File: src/rtl/iobuff_dir_sequencer.sv
// ---------------------------------------------------------------------------
// iobuff_dir_sequencer
//
// Applies per-pin configuration changes (direction, open-drain, output enable)
// to a bank of iobuff level-shifter channels.
//
// Break-before-make ordering keeps the FPGA pin and the external buffer from
// driving against each other:
//   1. Drop oe.
//   2. Wait out a guard time.
//   3. Change dir/od.
//   4. Wait out a settle time.
//   5. Restore oe.
//
// When dir/od already match the request, only oe is updated, in one edge.
//
// Parameters:
//   N_PINS   - number of iobuff channels (1..16)
//   DEADTIME - guard/settle length in clk cycles (1..255)
//   PW       - pin index width
//
// Ports:
//   clk, rst                      - clock, synchronous active-high reset
//   cfg_valid/cfg_ready           - request handshake
//   cfg_pin, cfg_dir, cfg_od,
//   cfg_oe                        - request fields, latched at acceptance
//   kill                          - level: tristate every pin, abort request
//   pin_oe, pin_dir, pin_od       - per-channel controls to the iobuff bank
//   done                          - one-cycle pulse: request completed
//   err                           - one-cycle pulse: request rejected or
//                                   oe clamped
// ---------------------------------------------------------------------------
module iobuff_dir_sequencer #(
    parameter int N_PINS   = 4,
    parameter int DEADTIME = 4,
    parameter int PW       = (N_PINS > 1) ? $clog2(N_PINS) : 1
) (
    input  logic              clk,
    input  logic              rst,
    input  logic              cfg_valid,
    output logic              cfg_ready,
    input  logic [PW-1:0]     cfg_pin,
    input  logic              cfg_dir,
    input  logic              cfg_od,
    input  logic              cfg_oe,
    input  logic              kill,
    output logic [N_PINS-1:0] pin_oe,
    output logic [N_PINS-1:0] pin_dir,
    output logic [N_PINS-1:0] pin_od,
    output logic              done,
    output logic              err
);

    typedef enum logic [1:0] {
        IDLE,
        GUARD,
        SETTLE
    } state_t;

    localparam logic [7:0] CNT_RELOAD = 8'(DEADTIME - 1);
    // One extra bit so an index equal to N_PINS can still be represented.
    localparam logic [PW:0] PIN_LIMIT = (PW + 1)'(N_PINS);

    state_t            state_q,     state_d;
    logic [7:0]        cnt_q,       cnt_d;
    logic [PW-1:0]     req_pin_q,   req_pin_d;
    logic              req_dir_q,   req_dir_d;
    logic              req_od_q,    req_od_d;
    logic              req_oe_q,    req_oe_d;
    logic              req_clamp_q, req_clamp_d;
    logic [N_PINS-1:0] pin_oe_q,    pin_oe_d;
    logic [N_PINS-1:0] pin_dir_q,   pin_dir_d;
    logic [N_PINS-1:0] pin_od_q,    pin_od_d;
    logic              done_q,      done_d;
    logic              err_q,       err_d;

    logic [N_PINS-1:0] cfg_sel;
    logic [N_PINS-1:0] req_sel;
    logic              pin_ok;
    logic              cur_dir;
    logic              cur_od;
    logic              eff_oe;
    logic              clamp;

    assign cfg_ready = (state_q == IDLE) && !kill;

    // One-hot channel selects.
    // Out-of-range indices simply select nothing, so the pin vectors are
    // never indexed past their width.
    always_comb begin
        cfg_sel = '0;
        req_sel = '0;
        for (int i = 0; i < N_PINS; i++) begin
            cfg_sel[i] = (cfg_pin == PW'(i));
            req_sel[i] = (req_pin_q == PW'(i));
        end
    end

    assign pin_ok  = ({1'b0, cfg_pin} < PIN_LIMIT);
    assign cur_dir = |(pin_dir_q & cfg_sel);
    assign cur_od  = |(pin_od_q & cfg_sel);
    // Driving the FPGA pin while the buffer points inward is illegal.
    // Such a request is clamped to oe = 0.
    assign eff_oe  = cfg_oe & cfg_dir;
    assign clamp   = cfg_oe & ~cfg_dir;

    // Next-state logic.
    // kill outranks any request; rst is handled in the register block below.
    always_comb begin
        state_d     = state_q;
        cnt_d       = cnt_q;
        req_pin_d   = req_pin_q;
        req_dir_d   = req_dir_q;
        req_od_d    = req_od_q;
        req_oe_d    = req_oe_q;
        req_clamp_d = req_clamp_q;
        pin_oe_d    = pin_oe_q;
        pin_dir_d   = pin_dir_q;
        pin_od_d    = pin_od_q;
        done_d      = 1'b0;
        err_d       = 1'b0;

        if (kill) begin
            pin_oe_d = '0;
            state_d  = IDLE;
            cnt_d    = '0;
        end else begin
            case (state_q)
                IDLE: begin
                    if (cfg_valid) begin
                        if (!pin_ok) begin
                            err_d = 1'b1;
                        end else if (cur_dir == cfg_dir && cur_od == cfg_od) begin
                            // Fast path: no direction change, so oe can move
                            // immediately.
                            pin_oe_d = (pin_oe_q & ~cfg_sel) | ({N_PINS{eff_oe}} & cfg_sel);
                            done_d   = 1'b1;
                            err_d    = clamp;
                        end else begin
                            pin_oe_d    = pin_oe_q & ~cfg_sel;
                            req_pin_d   = cfg_pin;
                            req_dir_d   = cfg_dir;
                            req_od_d    = cfg_od;
                            req_oe_d    = eff_oe;
                            req_clamp_d = clamp;
                            cnt_d       = CNT_RELOAD;
                            state_d     = GUARD;
                        end
                    end
                end
                GUARD: begin
                    if (cnt_q == 8'd0) begin
                        pin_dir_d = (pin_dir_q & ~req_sel) | ({N_PINS{req_dir_q}} & req_sel);
                        pin_od_d  = (pin_od_q & ~req_sel) | ({N_PINS{req_od_q}} & req_sel);
                        cnt_d     = CNT_RELOAD;
                        state_d   = SETTLE;
                    end else begin
                        cnt_d = cnt_q - 8'd1;
                    end
                end
                SETTLE: begin
                    if (cnt_q == 8'd0) begin
                        pin_oe_d = (pin_oe_q & ~req_sel) | ({N_PINS{req_oe_q}} & req_sel);
                        done_d   = 1'b1;
                        err_d    = req_clamp_q;
                        state_d  = IDLE;
                    end else begin
                        cnt_d = cnt_q - 8'd1;
                    end
                end
                default: begin
                    state_d = IDLE;
                end
            endcase
        end
    end

    // All state and registered outputs.
    always_ff @(posedge clk) begin
        if (rst) begin
            state_q     <= IDLE;
            cnt_q       <= '0;
            req_pin_q   <= '0;
            req_dir_q   <= 1'b0;
            req_od_q    <= 1'b0;
            req_oe_q    <= 1'b0;
            req_clamp_q <= 1'b0;
            pin_oe_q    <= '0;
            pin_dir_q   <= '0;
            pin_od_q    <= '0;
            done_q      <= 1'b0;
            err_q       <= 1'b0;
        end else begin
            state_q     <= state_d;
            cnt_q       <= cnt_d;
            req_pin_q   <= req_pin_d;
            req_dir_q   <= req_dir_d;
            req_od_q    <= req_od_d;
            req_oe_q    <= req_oe_d;
            req_clamp_q <= req_clamp_d;
            pin_oe_q    <= pin_oe_d;
            pin_dir_q   <= pin_dir_d;
            pin_od_q    <= pin_od_d;
            done_q      <= done_d;
            err_q       <= err_d;
        end
    end

    assign pin_oe  = pin_oe_q;
    assign pin_dir = pin_dir_q;
    assign pin_od  = pin_od_q;
    assign done    = done_q;
    assign err     = err_q;

endmodule

File: config.mk
export PLATFORM = sky130hd
export DESIGN_NAME = iobuff_dir_sequencer
export DESIGN_NICKNAME = d
export VERILOG_FILES = /design/src/rtl/iobuff_dir_sequencer.sv
export SDC_FILE = /design/constraint.sdc
export NUM_CORES = 1
export LEC_CHECK = 0
export ABC_AREA = 0
export BUFFER_PORTS_ARGS = -buffer_cell sky130_fd_sc_hd__buf_2
export CORE_UTILIZATION = 45
export CTS_CLUSTER_DIAMETER = 50
export DETAILED_ROUTE_END_ITERATION = 10
export PLACE_DENSITY = 0.64
export SLEW_MARGIN = 10
export SYNTH_ARGS = -nofsm -noshare
export SYNTH_HDL_FRONTEND = slang
export SYNTH_SLANG_ARGS = --single-unit
File: constraint.sdc
create_clock -name clk -period 3.8 [get_ports clk]
set_input_delay 0.76 -clock clk [delete_from_list [all_inputs] [get_ports clk]]
set_output_delay 0.76 -clock clk [all_outputs]
set_load 0.03 [all_outputs]
==> metrics, run 1 <==
outcome completed; detailed-route wire length 4590 um; Top FF cell, synth dfxtp_1; Final Util 55.3%; share of cells above drive strength 1 15.7%; cells on worst reg2reg path 5; min Tclk post-route 2730 ps; Row Count 22; DP HPWL 3410 um; critical path startpoint category flip-flop; H-tree depth 2; Hold Path Origin req_oe_q; biggest area consumer among synthesized cells dfxtp_1; Nets 264; most frequent cells in the layout dfxtp_1, nor2_1, buf_2; area delta synth->final 14.0%; Max Clock Skew 2.82 ps; max-slew violations 0; RePlAce Congestion 0.871; Area contributors post-synth dfxtp_1, mux2i_1, a21oi_1, nor2_1, ha_1; Sw Share 25.2%; max-slew headroom at the worst pin 46.0%; Starting Density 48.5%; P_sw 0.190 mW; Worst-Margin Slew 801 ps; die span in y 66.0 um; CTS tree built; commonest non-fill, non-tap cell in the layout dfxtp_1; internal power 0.563 mW; slowest stage delay, CP 600 ps; crit path capture type flip-flop; final worst path period share 71.7%; vias per cell 5.98; worst hold endpoint req_oe_q; Pre-Repair DR Iteration Count 4; CTS clk-pin slew, worst paths 60 ps; largest net degree at the start of global routing 18; VDD IR max 0.226 mV; GRT Total Usage 23.4%; hold_buf cts 0; crit-path max FO 8; root buffer cell clkbuf_8; Hold WC Path Type flip-flop to flip-flop; fmax 367 MHz; Seq/Total Area, Yosys 32.6%; reg-to-reg slack, setup 1070 ps; Clk network pwr share 43.8%; Vias 1776; sequential share of power 43.3%; Hold Fails Final Rpt 0; Yosys Warn Count 0; P per Cell Area 358 nW/um2; Pleak 0.852 nW; Clock Path Buffers 2; start of the worst register-to-register path cnt_q[3]; first-pass GRT wire length 7720 um; crit path DAT 2920 ps; total CTS buffers 5; cells after synthesis 226; Antenna Nets Post-Route 0; final setup fails 0; Antenna diodes 0; clk sinks 30; Worst EP required 3990 ps; Max Cap Viol 0; wire per inst 15.4 um; Netlist cell types 44; asr flop ratio synth 0%; Post-synth EDFFs 0; RSZ-0062 raised after global routing false; Synth Area per Inst 8.15 um2; synthesized area 1840 um2; DRC 0; vias in the first global route 1640; Setup CP Type flip-flop to flip-flop; Synth top area share 32.6%; Synth Register Bits 30; Post CTS Setup Buffer Count 0; Clock Latency Late Sink 280 ps; I/O Buffers 23; core footprint 3800 um2; Mapped Nets 241; gr ovfl total 0; Max stage delay cell, worst path or4b_4; Resized cells post-CTS 0; # IOs 24; Cell Chain, Critical Path or4_4 > or4b_4 > a211o_4 > or4_1 > o31ai_1; setup TNS 0 ps; initial antenna violation count 0; Hold Crit Depth 2; die area 4350 um2; combinational share of power 12.9%; Initial DRC Count 159; FILL cells 387; Die Wd 66.0 um
## final cells by class
cell class / count / area (um2) / share of cell area, %
well taps: 48 / 60.1 / 2.86
clock buffers: 6 / 82.6 / 3.93
multi-input cells: 179 / 1170 / 55.7
flip-flops and latches: 30 / 601 / 28.6
repair buffers: 24 / 123 / 5.84
clock inverters: 1 / 30.0 / 1.43
inverters: 9 / 33.8 / 1.61
## power by group through the flow
stage / sequential (mW) / combinational, mW / clock (mW)
global route: 0.326 / 0.107 / 0.354
detailed placement: 0.333 / 0.0949 / 0
CTS: 0.326 / 0.0953 / 0.337
floorplan: 0.332 / 0.0688 / 0
global placement: 0.333 / 0.0949 / 0
finish: 0.326 / 0.0968 / 0.330
## kinds of logic after synthesis
logic type	count (synthesis)	synth area share (%)
AND/OR/NAND/NOR	103	30.4
flip-flops	30	32.6
AO/OA/AOI/OAI	54	20.6
XOR/XNOR	4	1.90
multiplexers	12	6.52
buffers and inverters	17	3.87
adder cells (fa/ha/maj)	6	4.08
## through the flow
step                      hold slack, ps  cell area (um2)  cells  setup slack, ps  total power [mW]
final                                466             2100    297             1070             0.753
after CTS                            463             2100    297             1080             0.758
after global placement               452             1990    290             1120             0.428
after detailed placement             451             1990    290             1090             0.428
after global routing                 492             2100    297              987             0.787
after floorplan                      431             1840    226             1120             0.401
## synthesized netlist by cell type (6+ instances only)
cell and n:
inv_1 9, nor2b_1 6, nand3_1 14, nor3_1 7
ha_1 6, clkbuf_1 7, nor3b_1 6, o311ai_0 7
o31ai_1 8, nand2_1 18, mux2i_1 12, nor2_1 23
dfxtp_1 30, a21oi_1 18
## critical path, delay by kind of cell, from the launching register on
kind,cells,cell delay (ps)
AND/OR/NAND/NOR,3,1670
flip-flops,1,350
AO/OA/AOI/OAI,2,610
## layer usage
layer | wire length (um) | global-route usage (%) | share of wire [%]
met1 | 2370 | 34.1 | 52
met2 | 1910 | 33.9 | 42
met3 | 267 | 5.34 | 5.8
met4 | 39 | 6.91 | 0.85
met5 | 0 | 0 | 0
## worst max-delay path by stage
stage / startpoint / to / slack, ps / cells after the start
after CTS: cnt_q[3] / flip-flop / 1080 / 5
after floorplan: cfg_pin[1] / cnt_q[0] / 1120 / 8
after detailed placement: cfg_pin[1] / cnt_q[7] / 1090 / 8
final: cnt_q[3] / flip-flop / 1070 / 5
after global routing: cnt_q[3] / flip-flop / 990 / 5
after global placement: cnt_q[3] / flip-flop / 1120 / 5
Note: power is estimated with default switching activity, not from simulation.
==> inputs of run 2 (changes only) <==
Settings changed: PLACE_DENSITY 0.64 to 0.66.
Clock period 3.8 ns to 2.2 ns, I/O delays scaled along.
==> metrics, run 2 (synthesis gave the netlist of run 1 again) <==
most frequent cells in the layout buf_4, dfxtp_1, nor2_1, buf_2, a21oi_1 (was dfxtp_1, nor2_1, buf_2); Clock Latency Late Sink 290 ps (was 280 ps); max-slew violations 0 (unchanged); Final Util 64.3% (was 55.3%); Initial DRC Count 190 (was 159); Hold WC Path Type flip-flop to flip-flop (unchanged); Worst EP required 2400 ps (was 3990 ps); FILL cells 333 (was 387); Non-Filler Instances 332 (was 297); GRT Total Usage 24.1% (was 23.4%); clk sinks 30 (unchanged); P per Cell Area 556 nW/um2 (was 358 nW/um2); Clock Path Buffers 2 (unchanged); fmax 406 MHz (was 367 MHz); detailed-route wire length 5110 um (was 4590 um); vias per cell 5.97 (was 5.98); critical path startpoint category flip-flop (unchanged); area delta synth->final 32.7% (was 14.0%); crit path capture type flip-flop (unchanged); vias in the first global route 1709 (was 1640); core footprint 3800 um2 (unchanged); crit-path max FO 6 (was 8); CTS tree built (unchanged); outcome complete, but fails checks (was completed); DRC 0 (unchanged); Antenna diodes 0 (unchanged); crit path DAT 2660 ps (was 2920 ps); Max Clock Skew 5.90 ps (was 2.82 ps); Hold Fails Final Rpt 0 (unchanged); H-tree depth 2 (unchanged); Pleak 1.05 nW (was 0.852 nW); commonest non-fill, non-tap cell in the layout buf_4 (was dfxtp_1); Worst-Margin Slew 423 ps (was 801 ps); dpl cells 320 (was 290); share of cells above drive strength 1 30.6% (was 15.7%); Pre-Repair DR Iteration Count 4 (unchanged); Row Count 22 (unchanged); Finished Cell Area 2440 um2 (was 2100 um2); die area 4350 um2 (unchanged); I/O Buffers 23 (unchanged); fin worst setup slack -262 ps (was 1070 ps); largest net degree at the start of global routing 16 (was 18); root buffer cell clkbuf_8 (unchanged); min Tclk post-route 2460 ps (was 2730 ps); Max Cap Viol 0 (unchanged); Nets 299 (was 264); worst hold slack 453 ps (was 466 ps); RSZ-0062 raised after global routing true (was false); wire per inst 15.4 um (about the same); initial antenna violation count 0 (unchanged); first-pass GRT wire length 7890 um (was 7720 um); # IOs 24 (unchanged); total CTS buffers 5 (unchanged); Antenna Nets Post-Route 0 (unchanged); Placement Cell Area 2220 um2 (was 1990 um2); RePlAce Congestion 0.889 (was 0.871); failing checks setup timing; gr ovfl total 0 (unchanged); Starting Density 48.5% (unchanged); DP HPWL 3700 um (was 3410 um); CTS clk-pin slew, worst paths 70 ps (was 60 ps); Vias 1982 (was 1776); Die Wd 66.0 um (unchanged); die span in y 66.0 um (unchanged); VDD IR max 0.304 mV (was 0.226 mV); final worst path period share 112% (was 71.7%); Setup CP Type flip-flop to flip-flop (unchanged); final setup fails 19 (was 0); max-slew headroom at the worst pin 71.8% (was 46.0%)
-- run 2: cell count changes in the layout (fill, tap and decap cells not counted), moves of 2 or more --
cell and delta:
o311ai_0 -5, o21ai_0 -2, nand2_2 +2, nand2_1 -2, o311ai_1 +5, buf_6 +4, dfxtp_2 +2, buf_4 +31
nand3_1 -2, dfxtp_1 -2, nand3_2 +2
-- run 2: final timing paths --
kind                  from        end  slack (ps)  cells past startpoint
hold reg to reg   req_oe_q   req_oe_q         450                      2
setup reg to reg  cnt_q[3]  flip-flop        -260                      5
hold / removal    req_oe_q   req_oe_q         450                      2
setup / recovery  cnt_q[3]  flip-flop        -260                      5
-- run 2: worst max-delay path, cell delays in order, from the launching register on --
cell and delay, ps:
dfxtp_2 320, or4_4 530, or4b_4 510, a211o_4 360, or4_1 470, o31ai_1 190
-- run 2: what timing repair did --
item / CTS / global route
endpoints found under the setup margin: 19 / 19
pin swaps: 7 / 12
gates cloned: 0 / 1
hold buffers: 0 / 0
gates resized for setup: 12 / 13
setup buffers: 1 / 3
-- run 2: routing by layer --
metal  wire length, um  share of wire (%)  vias up  GRT usage (%)
li1                  -                  -      959              -
met1              2340                 46      935           32.5
met2              2320                 45       75           36.1
met3               347                6.8       13           5.00
met4                99                1.9        0           11.4
met5                 0                  0        -              0
-- run 2: power by group --
group / internal, mW / switching (mW)
logic: 0.0970 / 0.128
registers: 0.553 / 0.0106
clock network: 0.362 / 0.209
-- run 2: cell type report --
| type | count | area [um2] | area share, % |
|---|---|---|---|
| multi-input combinational | 179 | 1230 | 50.5 |
| sequential | 30 | 603 | 24.7 |
| timing repair buffer | 59 | 400 | 16.4 |
| clock buffer | 6 | 82.6 | 3.38 |
| tap | 48 | 60.1 | 2.46 |
| inverter | 9 | 33.8 | 1.38 |
| clock inverter | 1 | 30.0 | 1.23 |
-- run 2: metrics by stage --
step	setup TNS, ps	worst slack, ps	power, mW
CTS	-1870	-325	1.34
finish	-3700	-262	1.36
floorplan	-2730	-393	0.694
detailed placement	-3250	-333	0.772
global placement	-2900	-321	0.772
global route	-4680	-324	1.41
==> inputs of run 3 (changes only) <==
Settings changed: ABC_AREA 0 to 1, CORE_ASPECT_RATIO set to 0.5, CTS_CLUSTER_DIAMETER 50 to unset.
==> metrics, run 3 <==
outcome completed (was complete, but fails checks); Resized cells post-CTS 0 (was 12); Post-Route M1 WL 2360 um (was 2340 um); CP bufs+invs 3 (was 0); Area contributors post-synth dfxtp_1, nand2_1, nor2_1, inv_1, nand3_1 (was dfxtp_1, mux2i_1, a21oi_1, nor2_1, ha_1); Seq/Total Area, Yosys 29.2% (was 32.6%); largest net degree at the start of global routing 16 (unchanged); Worst EP required 1760 ps (was 2400 ps); area delta synth->final 11.2% (was 32.7%); most frequent cell after synthesis nand2_1 (was dfxtp_1); RePlAce Congestion 0.958 (was 0.889); clk sinks 30 (unchanged); # IOs 24 (unchanged); share of cells above drive strength 1 16.5% (was 30.6%); worst hold endpoint req_oe_q (unchanged); Synth Area per Inst 6.25 um2 (was 8.15 um2); Clock Path Buffers 2 (unchanged); Finished Cell Area 2290 um2 (was 2440 um2); max-slew headroom at the worst pin 72.9% (was 71.8%); Antenna diodes 0 (unchanged); Die Wd 97.6 um (was 66.0 um); fmax 523 MHz (was 406 MHz); min Tclk post-route 1910 ps (was 2460 ps); VDD IR max 0.268 mV (was 0.304 mV); gr ovfl total 0 (unchanged); Max Clock Skew 7.06 ps (was 5.90 ps); crit path capture type primary output (was flip-flop); Hold Crit Depth 2 (unchanged); H-tree depth 2 (unchanged); Starting Density 49.8% (was 48.5%); max-slew violations 0 (unchanged); P per Cell Area 578 nW/um2 (was 556 nW/um2); Hold Path Origin req_oe_q (unchanged); Clock Latency Late Sink 280 ps (was 290 ps); Top FF cell, synth dfxtp_1 (unchanged); hold_buf cts 0 (unchanged); DRC 0 (unchanged); Hold WC Path Type flip-flop to flip-flop (unchanged); first-pass GRT wire length 8040 um (was 7890 um); wire per inst 11.8 um (was 15.4 um); vias per cell 5.17 (was 5.97); vias in the first global route 1783 (was 1709); reg-to-reg slack, setup 310 ps (was -260 ps); Hold Fails Final Rpt 0 (unchanged); initial antenna violation count 0 (unchanged); most frequent cells in the layout nand2_1, nor2_1, inv_1 (was buf_4, dfxtp_1, nor2_1, buf_2, a21oi_1); commonest non-fill, non-tap cell in the layout nand2_1 (was buf_4); die span in y 49.8 um (was 66.0 um); top cells by count, synth nand2_1, nor2_1, inv_1 (was dfxtp_1, nor2_1, a21oi_1, nand2_1, nand3_1); synthesized area 2060 um2 (was 1840 um2); Highest Signal Layer met4 (unchanged); sequential share of power 43.4% (was 41.5%); setup TNS 0 ps (was -3700 ps); asr flop ratio synth 0% (unchanged); combinational share of power 21.6% (was 16.5%); Netlist cell types 30 (was 44); Antenna Nets Post-Route 0 (unchanged); GRT Total Usage 20.9% (was 24.1%); Initial DRC Count 129 (was 190); Synth top area share 29.2% (was 32.6%); Sw Share 31.4% (was 25.5%); Mapped Nets 344 (was 241); Nets 366 (was 299); DP HPWL 3580 um (was 3700 um); crit path DAT 1470 ps (was 2660 ps); WL met3 238 um (was 347 um); Crit path max-delay family buffers and inverters (was simple AND/OR/NAND/NOR gates); Max Cap Viol 0 (unchanged); P_sw 0.415 mW (was 0.347 mW); critical path startpoint category flip-flop (unchanged); Worst-Margin Slew 404 ps (was 423 ps); Vias 2100 (was 1982); start of the worst register-to-register path state_q[0] (was cnt_q[3]); root buffer cell clkbuf_8 (unchanged); I/O Buffers 23 (unchanged); Row Count 16 (was 22); Post CTS Setup Buffer Count 0 (was 1); core footprint 4120 um2 (was 3800 um2); crit-path max FO 4 (was 6); CTS clk-pin slew, worst paths 70 ps (about the same); RSZ-0062 raised after global routing false (was true); met2 routed WL 2160 um (was 2320 um); biggest area consumer among synthesized cells dfxtp_1 (unchanged); final worst path period share 86.9% (was 112%); Cell Chain, Critical Path inv_1 > ha_1 > inv_1 > nor2_1 > buf_2 (was or4_4 > or4b_4 > a211o_4 > or4_1 > o31ai_1); Setup CP Type flip-flop to primary output (was flip-flop to flip-flop); Synth Register Bits 30 (unchanged); final setup fails 0 (was 19); Clk network pwr share 35.0% (was 42.0%); die area 4860 um2 (was 4350 um2); Post-synth EDFFs 0 (unchanged); total CTS buffers 5 (unchanged); CTS tree built (unchanged); Placement Cell Area 2190 um2 (was 2220 um2); detailed-route wire length 4780 um (was 5110 um); cells after synthesis 329 (was 226); most frequent CP cell inv_1; Yosys Warn Count 0 (unchanged); slowest stage delay, CP 330 ps (was 530 ps); Max stage delay cell, worst path dfxtp_1 (was or4_4); Pleak 1.09 nW (was 1.05 nW); Pre-Repair DR Iteration Count 4 (unchanged); cells on worst reg2reg path 9 (was 5); internal power 0.907 mW (was 1.01 mW)
-- run 3: changes by cell type in the layout (fill, tap and decap cells not counted), moves of 6 or more --
| cell | change |
|---|---|
| buf_4 | -28 |
| inv_1 | +27 |
| mux2i_1 | -12 |
| nand2_1 | +71 |
| nand3_1 | +14 |
| nand4_1 | +14 |
| nor2_1 | +37 |
| nor2_2 | +6 |
| nor2b_1 | -6 |
| nor3b_1 | -6 |
| o31ai_1 | -7 |
-- run 3: worst max-delay path by stage --
stage          slack (ps)  depth (start not counted)           end        from
5_1_grt                10                         11     flip-flop    cnt_q[0]
3_3_place_gp          330                         10  req_pin_q[1]  cfg_pin[0]
3_5_place_dp          290                         10     req_dir_q  cfg_pin[0]
2_1_floorplan         370                          7   req_clamp_q  state_q[0]
6_report              290                          5     cfg_ready  state_q[0]
4_1_cts               280                          5     cfg_ready  state_q[0]
-- run 3: area by class of cell --
type / instances / area [um2]
Fill cell: 413 / 1840
Multi-Input combinational cell: 248 / 1230
Sequential cell: 30 / 601
Inverter: 39 / 149
Timing Repair Buffer: 27 / 145
Clock buffer: 7 / 86.3
Tap cell: 54 / 67.6
Clock inverter: 1 / 5.00
-- run 3: power by group through the flow --
stage	sequential, mW	clock (mW)	combinational [mW]
floorplan	0.592	0	0.218
CTS	0.574	0.480	0.285
finish	0.574	0.462	0.286
detailed placement	0.586	0	0.284
global placement	0.585	0	0.281
global route	0.576	0.517	0.326
-- run 3: kinds of logic after synthesis --
logic type	count (synthesis)	share of synthesized area, %
compound gates	25	6.45
xor+xnor	2	0.852
fa+ha+maj	6	3.65
buf+inv	51	10.8
flops	30	29.2
simple gates	215	49.0
-- run 3: worst register-to-register path, stage by stage (launching register included) --
cell and delay, ps:
dfxtp_1 330, inv_1 100, ha_1 360, inv_1 250, nand2_1 140, nand3_1 160
a21oi_1 210, nand3_1 100, nor2_1 110, nor2_1 40
-- run 3: layer usage --
layer,GRT usage [%],vias up
met4,4.41,0
li1,-,1096
met1,28.0,949
met5,0,-
met2,33.1,48
met3,6.81,7
-- run 3: per-stage QoR --
stage               cells  utilization [%]  hold slack (ps)  total power [mW]  setup slack, ps
floorplan             329                -              439             0.811              371
global placement      398             53.2              456             0.867              328
detailed placement    398             53.2              460             0.870              289
CTS                   406             55.4              472              1.34              279
global route          406             55.4              480              1.42             13.2
finish                406             55.4              469              1.32              288
